## config.mk

```make
export PLATFORM = sky130hd
export DESIGN_NAME = fpmul_seq_ctrl
export DESIGN_NICKNAME = d
export VERILOG_FILES = /design/src/rtl/fp_pkg.sv /design/src/rtl/fpmul_shift_add_core.sv /design/src/rtl/fpmul_seq_ctrl.sv
export SDC_FILE = /design/constraint.sdc
export NUM_CORES = 1
export LEC_CHECK = 0
export BUFFER_PORTS_ARGS = -buffer_cell sky130_fd_sc_hd__buf_4
export CELL_PAD_IN_SITES_DETAIL_PLACEMENT = 0
export CELL_PAD_IN_SITES_GLOBAL_PLACEMENT = 2
export CORE_ASPECT_RATIO = 0.7
export CORE_MARGIN = 1
export CORE_UTILIZATION = 37
export DETAILED_ROUTE_END_ITERATION = 7
export GPL_TIMING_DRIVEN = 0
export PLACE_DENSITY_LB_ADDON = 0.05
export SYNTH_ARGS = -nofsm -noshare
export SYNTH_HDL_FRONTEND = slang
export SYNTH_SLANG_ARGS = --single-unit
```

## constraint.sdc

```tcl
create_clock -name clk -period 3.35 [get_ports clk]
set_clock_uncertainty 0.1 [all_clocks]
set_input_delay 0.1675 -clock clk [delete_from_list [all_inputs] [get_ports clk]]
set_output_delay 0.1675 -clock clk [all_outputs]
set_load 0.05 [all_outputs]
```

## src/rtl/fp_pkg.sv

```systemverilog
// Shared constants, FSM state type and IEEE-754 single-precision field helpers
// for the sequential FP multiplier.
package fp_pkg;

    localparam int unsigned EWIDTH  = 8;
    localparam int unsigned MWIDTH  = 23;
    localparam int unsigned BIAS    = 127;
    localparam int unsigned EXP_MAX = 255;

    localparam int unsigned FP_W   = 1 + EWIDTH + MWIDTH;
    localparam int unsigned SIG_W  = MWIDTH + 1;
    localparam int unsigned PROD_W = 2 * SIG_W;
    localparam int unsigned CNT_W  = 5;
    // Signed exponent width: room for 2*EXP_MAX - BIAS + 1 plus a sign bit.
    localparam int unsigned EXT_W  = EWIDTH + 2;

    typedef enum logic [1:0] {IDLE, MULT, NORM, DONE} state_e;

    function automatic logic fp_sign(input logic [FP_W-1:0] x);
        return x[FP_W-1];
    endfunction

    function automatic logic [EWIDTH-1:0] fp_exp(input logic [FP_W-1:0] x);
        return x[FP_W-2 -: EWIDTH];
    endfunction

    function automatic logic [MWIDTH-1:0] fp_man(input logic [FP_W-1:0] x);
        return x[MWIDTH-1:0];
    endfunction

    function automatic logic [FP_W-1:0] fp_pack(input logic              s,
                                                input logic [EWIDTH-1:0] e,
                                                input logic [MWIDTH-1:0] m);
        return {s, e, m};
    endfunction

endpackage

```

## src/rtl/fpmul_shift_add_core.sv

```systemverilog
// Radix-2 shift-add significand multiplier: one partial product per cycle,
// SIG_W iterations after a start pulse, done pulses on the last iteration.
module fpmul_shift_add_core
    import fp_pkg::*;
(
    input  logic              clk,
    input  logic              rst,
    input  logic              start,
    input  logic [SIG_W-1:0]  a_sig,
    input  logic [SIG_W-1:0]  b_sig,
    output logic [PROD_W-1:0] product,
    output logic              done
);

    logic [PROD_W-1:0] acc_q, acc_d;
    logic [PROD_W-1:0] mcand_q, mcand_d;
    logic [SIG_W-1:0]  mplier_q, mplier_d;
    logic [CNT_W-1:0]  cnt_q, cnt_d;
    logic              run_q, run_d;

    localparam logic [CNT_W-1:0] CntLast = CNT_W'(SIG_W - 1);

    always_comb begin
        acc_d    = acc_q;
        mcand_d  = mcand_q;
        mplier_d = mplier_q;
        cnt_d    = cnt_q;
        run_d    = run_q;
        if (start) begin
            acc_d    = '0;
            mcand_d  = {{(PROD_W-SIG_W){1'b0}}, a_sig};
            mplier_d = b_sig;
            cnt_d    = '0;
            run_d    = 1'b1;
        end else if (run_q) begin
            if (mplier_q[0]) begin
                acc_d = acc_q + mcand_q;
            end
            mcand_d  = mcand_q << 1;
            mplier_d = mplier_q >> 1;
            if (cnt_q == CntLast) begin
                cnt_d = '0;
                run_d = 1'b0;
            end else begin
                cnt_d = cnt_q + 1'b1;
            end
        end
    end

    always_ff @(posedge clk) begin
        if (rst) begin
            acc_q    <= '0;
            mcand_q  <= '0;
            mplier_q <= '0;
            cnt_q    <= '0;
            run_q    <= 1'b0;
        end else begin
            acc_q    <= acc_d;
            mcand_q  <= mcand_d;
            mplier_q <= mplier_d;
            cnt_q    <= cnt_d;
            run_q    <= run_d;
        end
    end

    assign product = acc_q;
    assign done    = run_q && (cnt_q == CntLast);

endmodule

```

## src/rtl/fpmul_seq_ctrl.sv

```systemverilog
// Sequencer for single-precision multiply: accept/unpack, shift-add mantissa
// product, one-cycle normalize with saturate/flush, then hold result until taken.
module fpmul_seq_ctrl
    import fp_pkg::*;
(
    input  logic            clk,
    input  logic            rst,
    input  logic            in_valid,
    output logic            in_ready,
    input  logic [FP_W-1:0] op_a,
    input  logic [FP_W-1:0] op_b,
    output logic            out_valid,
    input  logic            out_ready,
    output logic [FP_W-1:0] result,
    output logic            overflow,
    output logic            underflow,
    output logic            busy
);

    localparam logic signed [EXT_W-1:0] ExpMaxS = EXT_W'(EXP_MAX);
    localparam logic signed [EXT_W-1:0] BiasS   = EXT_W'(BIAS);
    localparam logic signed [EXT_W-1:0] OneS    = EXT_W'(1);

    state_e                   state_q, state_d;
    logic                     sign_q, sign_d;
    logic signed [EXT_W-1:0]  sum_exp_q, sum_exp_d;
    logic [FP_W-1:0]          result_q, result_d;
    logic                     ovf_q, ovf_d;
    logic                     unf_q, unf_d;

    logic                     accept;
    logic                     zero_in;
    logic                     core_start;
    logic                     core_done;
    logic [PROD_W-1:0]        product;
    logic                     norm_pos;
    logic [MWIDTH-1:0]        mant_norm;
    logic signed [EXT_W-1:0]  e_norm;
    logic                     unused_prod_lsbs;

    assign accept  = in_valid && (state_q == IDLE);
    // Denormals have no hidden one here; they collapse onto the zero path.
    assign zero_in = (fp_exp(op_a) == '0) || (fp_exp(op_b) == '0);

    assign core_start = accept && !zero_in;

    fpmul_shift_add_core u_core (
        .clk     (clk),
        .rst     (rst),
        .start   (core_start),
        .a_sig   ({1'b1, fp_man(op_a)}),
        .b_sig   ({1'b1, fp_man(op_b)}),
        .product (product),
        .done    (core_done)
    );

    // Product of two [1,2) significands lies in [1,4): leading one at 47 or 46.
    always_comb begin
        norm_pos  = ~product[PROD_W-1];
        mant_norm = norm_pos ? product[PROD_W-3 -: MWIDTH] : product[PROD_W-2 -: MWIDTH];
        e_norm    = sum_exp_q + OneS - (norm_pos ? OneS : '0);
    end

    assign unused_prod_lsbs = ^product[PROD_W-MWIDTH-3:0];

    always_comb begin
        state_d   = state_q;
        sign_d    = sign_q;
        sum_exp_d = sum_exp_q;
        result_d  = result_q;
        ovf_d     = ovf_q;
        unf_d     = unf_q;
        unique case (state_q)
            IDLE: begin
                if (accept) begin
                    sign_d    = fp_sign(op_a) ^ fp_sign(op_b);
                    sum_exp_d = $signed({2'b00, fp_exp(op_a)}) + $signed({2'b00, fp_exp(op_b)})
                                - BiasS;
                    if (zero_in) begin
                        result_d = {fp_sign(op_a) ^ fp_sign(op_b), {(FP_W-1){1'b0}}};
                        ovf_d    = 1'b0;
                        unf_d    = 1'b0;
                        state_d  = DONE;
                    end else begin
                        state_d = MULT;
                    end
                end
            end
            MULT: begin
                if (core_done) begin
                    state_d = NORM;
                end
            end
            NORM: begin
                ovf_d = 1'b0;
                unf_d = 1'b0;
                if (e_norm >= ExpMaxS) begin
                    result_d = fp_pack(sign_q, EWIDTH'(EXP_MAX), '0);
                    ovf_d    = 1'b1;
                end else if (e_norm < OneS) begin
                    result_d = {sign_q, {(FP_W-1){1'b0}}};
                    unf_d    = 1'b1;
                end else begin
                    result_d = fp_pack(sign_q, e_norm[EWIDTH-1:0], mant_norm);
                end
                state_d = DONE;
            end
            DONE: begin
                if (out_ready) begin
                    state_d = IDLE;
                end
            end
            default: state_d = IDLE;
        endcase
    end

    always_ff @(posedge clk) begin
        if (rst) begin
            state_q   <= IDLE;
            sign_q    <= 1'b0;
            sum_exp_q <= '0;
            result_q  <= '0;
            ovf_q     <= 1'b0;
            unf_q     <= 1'b0;
        end else begin
            state_q   <= state_d;
            sign_q    <= sign_d;
            sum_exp_q <= sum_exp_d;
            result_q  <= result_d;
            ovf_q     <= ovf_d;
            unf_q     <= unf_d;
        end
    end

    assign in_ready  = (state_q == IDLE);
    assign busy      = (state_q != IDLE);
    assign out_valid = (state_q == DONE);
    assign result    = result_q;
    assign overflow  = ovf_q;
    assign underflow = unf_q;

endmodule

```

==> flow_summary.ini <==
[critical_path]
timing.critical_path.slowest_stage_cell = fa_1
largest_fanout_on_the_critical_path = 4
worst_path_class_setup = flip-flop to flip-flop
required_ps = 3550
end_kind = flip-flop
critPathLaunchType = flip-flop
cell_by_cell_trace_of_the_critical_path = ha_1 -> inv_1 -> fa_1 -> nor2b_2 -> o31a_2 -> o21ai_2 -> o41ai_4 -> a211oi_4 -> o21a_1 -> o21ai_1 -> xnor2_1 -> o21ai_0
critical_path_buf_inv_count = 1
regToRegStartpoint = u_core.mcand_q[0]$_SDFFE_PP0P_
worst_ep_arrival_time_ps = 3400
worst_setup_path_startpoint = u_core.mcand_q[0]$_SDFFE_PP0P_
worst_path_largest_cell_delay_ps = 410
path_delay_family = compound AO/OA/AOI/OAI gates

[route]
route.vias.total = 9239
drt_pre_antenna_iters = 5
post-route-drc-count = 0
final_antenna_net_count = 0
drt_iter0_drc = 519
wire_per_inst_um = 17.6
vias_per_cell = 5.16
wl_mm = 31.5

[pwr]
ir_worst_vdd_mv = 0.379
pwr_density_cell_mw_per_mm2 = 535
p_leak_nw = 5.23

[sta]
min_period_ps = 3190
timing.final.hold_violations = 0
timing.final.max_slew_violations = 0
relSlewSlack_pct = 37.1
min_period_over_period_pct = 95.3
holdWs_ps = 11.5
grt_setup_unrepaired = no
final_ws_setup_ps = 156
max_slew.worst_pin.slew_ps = 943
finalSetupViolCount = 0
sum_neg_setup_slack_ps = 0
timing.fmax_mhz = 313

[global_route]
grt_pass1_vias = 8760
grt_first_pass_wirelength_mm = 49.9
pin_count_of_the_biggest_net_entering_global_routing = 17
global_route.overflow_total = 0
global_route.usage.total_pct = 22.4
grt_antenna_before_repair = 0

[logic_synthesis]
synth_enable_flop_cells = 0
synth-adder-area-share_pct = 9.66
share_of_the_synthesized_area_in_the_top_cell_type_pct = 32.9
syn_area_mm2 = 0.0105
synth_cells = 1239
syn_avg_cell_area_um2 = 8.49
ys_seq_area_share_pct = 32.9
main_combinational_cell_family_by_area_after_synthesis = compound AO/OA/AOI/OAI gates
yosys_warnings = 0
post_synth_mux_area_share_pct = 9.24
synth_compound_area_share_pct = 22.1
synthTopCellsByArea = dfxtp_1 33%, ha_1 9.3%, mux2i_1 9.1%
synth_top_flop_cell = dfxtp_1
syn_nets = 1387
synth_simple_gate_area_share_pct = 16.1
ys_ff_latch = 173
synth.lib_cells_used.distinct = 83
synthDominantAreaCellType = dfxtp_1
synth-async-reset-ratio_pct = 0
post_synth_xor_area_fraction_pct = 4.08

[floorplanning]
core.rowCount = 51
die_y_um = 143
fp.dieArea_mm2 = 0.0291
top_level_ports = 105
floorplan.initialDensity_pct = 37.7
die_width_um = 204
floorplan.core_area_mm2 = 0.0279

[clock_network]
cts.sinks = 173
clock_tree_from_tritoncts = built
tritoncts_buffers = 17
htree_num_levels = 4
ctsLongestPathBuffers = 2
clk_pin_slew_ps = 70
cts_root_buffer = clkbuf_16
clk_latency_ps = 450

[placement]
dp.cells = 1714
post-place-ws_ps = -249
detailed_place_hpwl_mm = 23.9
gp_routability_congestion = 0.828
numPortBuffers = 104
placed_instance_area_mm2 = 0.0118

[hold_path]
min-delay-start = op_a[31]
min-delay-path-class = input port to flip-flop

[cells_and_area]
finalNetCount = 1557
final_area_mm2 = 0.0129
stdcell_count = 1792
diode_insertion_count_for_antenna_repair = 0
layout-drive-gt1-share_pct = 14.6
syn_to_final_growth_pct = 22.4

[status]
outcome = complete, no violations

[run]
count_of_maximum_capacitance_violations = 0
## cell families after synthesis
group | after synthesis
AOI/OAI and AO/OA | 348
adders and majority gates | 80
buffers and inverters | 123
muxes | 97
xor gates and xnor gates | 49
DFF | 173
and+or+nand+nor | 369
## power breakdown
group          leakage (nW)  switching (mW)  internal, mW
sequential             1.41           0.190          2.29
clock                 0.283           0.904          1.09
combinational          3.54            1.46         0.956
## final timing paths
kind | endpoint | slack [ps] | cells after the start
max | u_core.product[42]$_SDFFE_PP0P_ | 160 | 12
min reg2reg | result[6]$_SDFFE_PP0P_ | 350 | 2
max reg2reg | u_core.product[42]$_SDFFE_PP0P_ | 160 | 12
min | sign_q$_SDFFE_PP0P_ | 10 | 3
## layout by cell type (no fill, tap or decap), types with 9 or more instances in the layout
cell,count
o21bai_1,13
a211oi_1,57
o21ai_1,27
nor3_1,13
a21oi_1,104
clkbuf_1,47
buf_4,113
ha_1,78
nand4_1,21
inv_1,47
xnor2_1,30
dfxtp_1,173
buf_1,9
o21ai_0,48
mux2i_1,96
clkbuf_16,17
o21a_1,9
xor2_1,19
dlygate4sd3_1,46
a21o_1,20
nand3_1,17
nor2_1,128
nand2_1,129
## sequential cells by signal (all words and copies together) (netlist names)
signal	flops
underflow	1
u_core.run_q	1
result	32
sum_exp_q	10
u_core.mcand_q	48
u_core.cnt_q	5
u_core.mplier_q	24
overflow	1
u_core.product	48
sign_q	1
state_q	2
## synthesized netlist by cell type (all sizes together), types with 13 or more instances
cell / instances
xor2: 19
nand3: 17
a21o: 23
nor2: 130
ha: 78
mux2i: 96
xnor2: 30
a21oi: 109
inv: 47
nand4: 22
dfxtp: 173
o21bai: 13
clkbuf: 51
o21ai: 79
buf: 20
nand2: 132
a211oi: 60
nor3: 13
## cell type report
| type | count | area (um2) |
|---|---|---|
| multi-input cells | 943 | 6500 |
| repair buffers | 152 | 1260 |
| clock buffers | 20 | 467 |
| flip-flops and latches | 173 | 3460 |
| fillers | 2803 | 15000 |
| plain buffers | 75 | 438 |
| clock inverters | 11 | 109 |
| inverters | 47 | 176 |
| well taps | 371 | 464 |
## per-stage QoR
| step | utilization [%] | power (mW) |
|---|---|---|
| 6_report | 46.2 | 6.89 |
| 5_1_grt | 46.2 | 7.35 |
| 4_1_cts | 45.9 | 6.95 |
| 3_5_place_dp | 42.2 | 4.89 |
| 3_3_place_gp | 42.2 | 4.89 |
| 2_1_floorplan | - | 4.21 |
## layer usage
layer	up-vias	track usage, %	wire [um]
met5	-	0	0
li1	4775	-	-
met1	4262	34.1	17300
met3	24	4.72	1430
met4	0	5.70	410
met2	178	31.0	12400
## worst min-delay path, stage by stage
cell	delay (ps)
buf_4	80
xnor2_1	170
a211oi_1	90
## what timing repair did
action / CTS / global route
buffers inserted: 0 / 2
endpoints found under the setup margin: 4 / 36
pin swaps: 1 / 3
gates cloned: 0 / 0
gates resized for setup: 2 / 10
hold buffers: 46 / 0
hold endpoints to repair: 46 / 0
No activity file was read; power rests on OpenSTA's default activity.
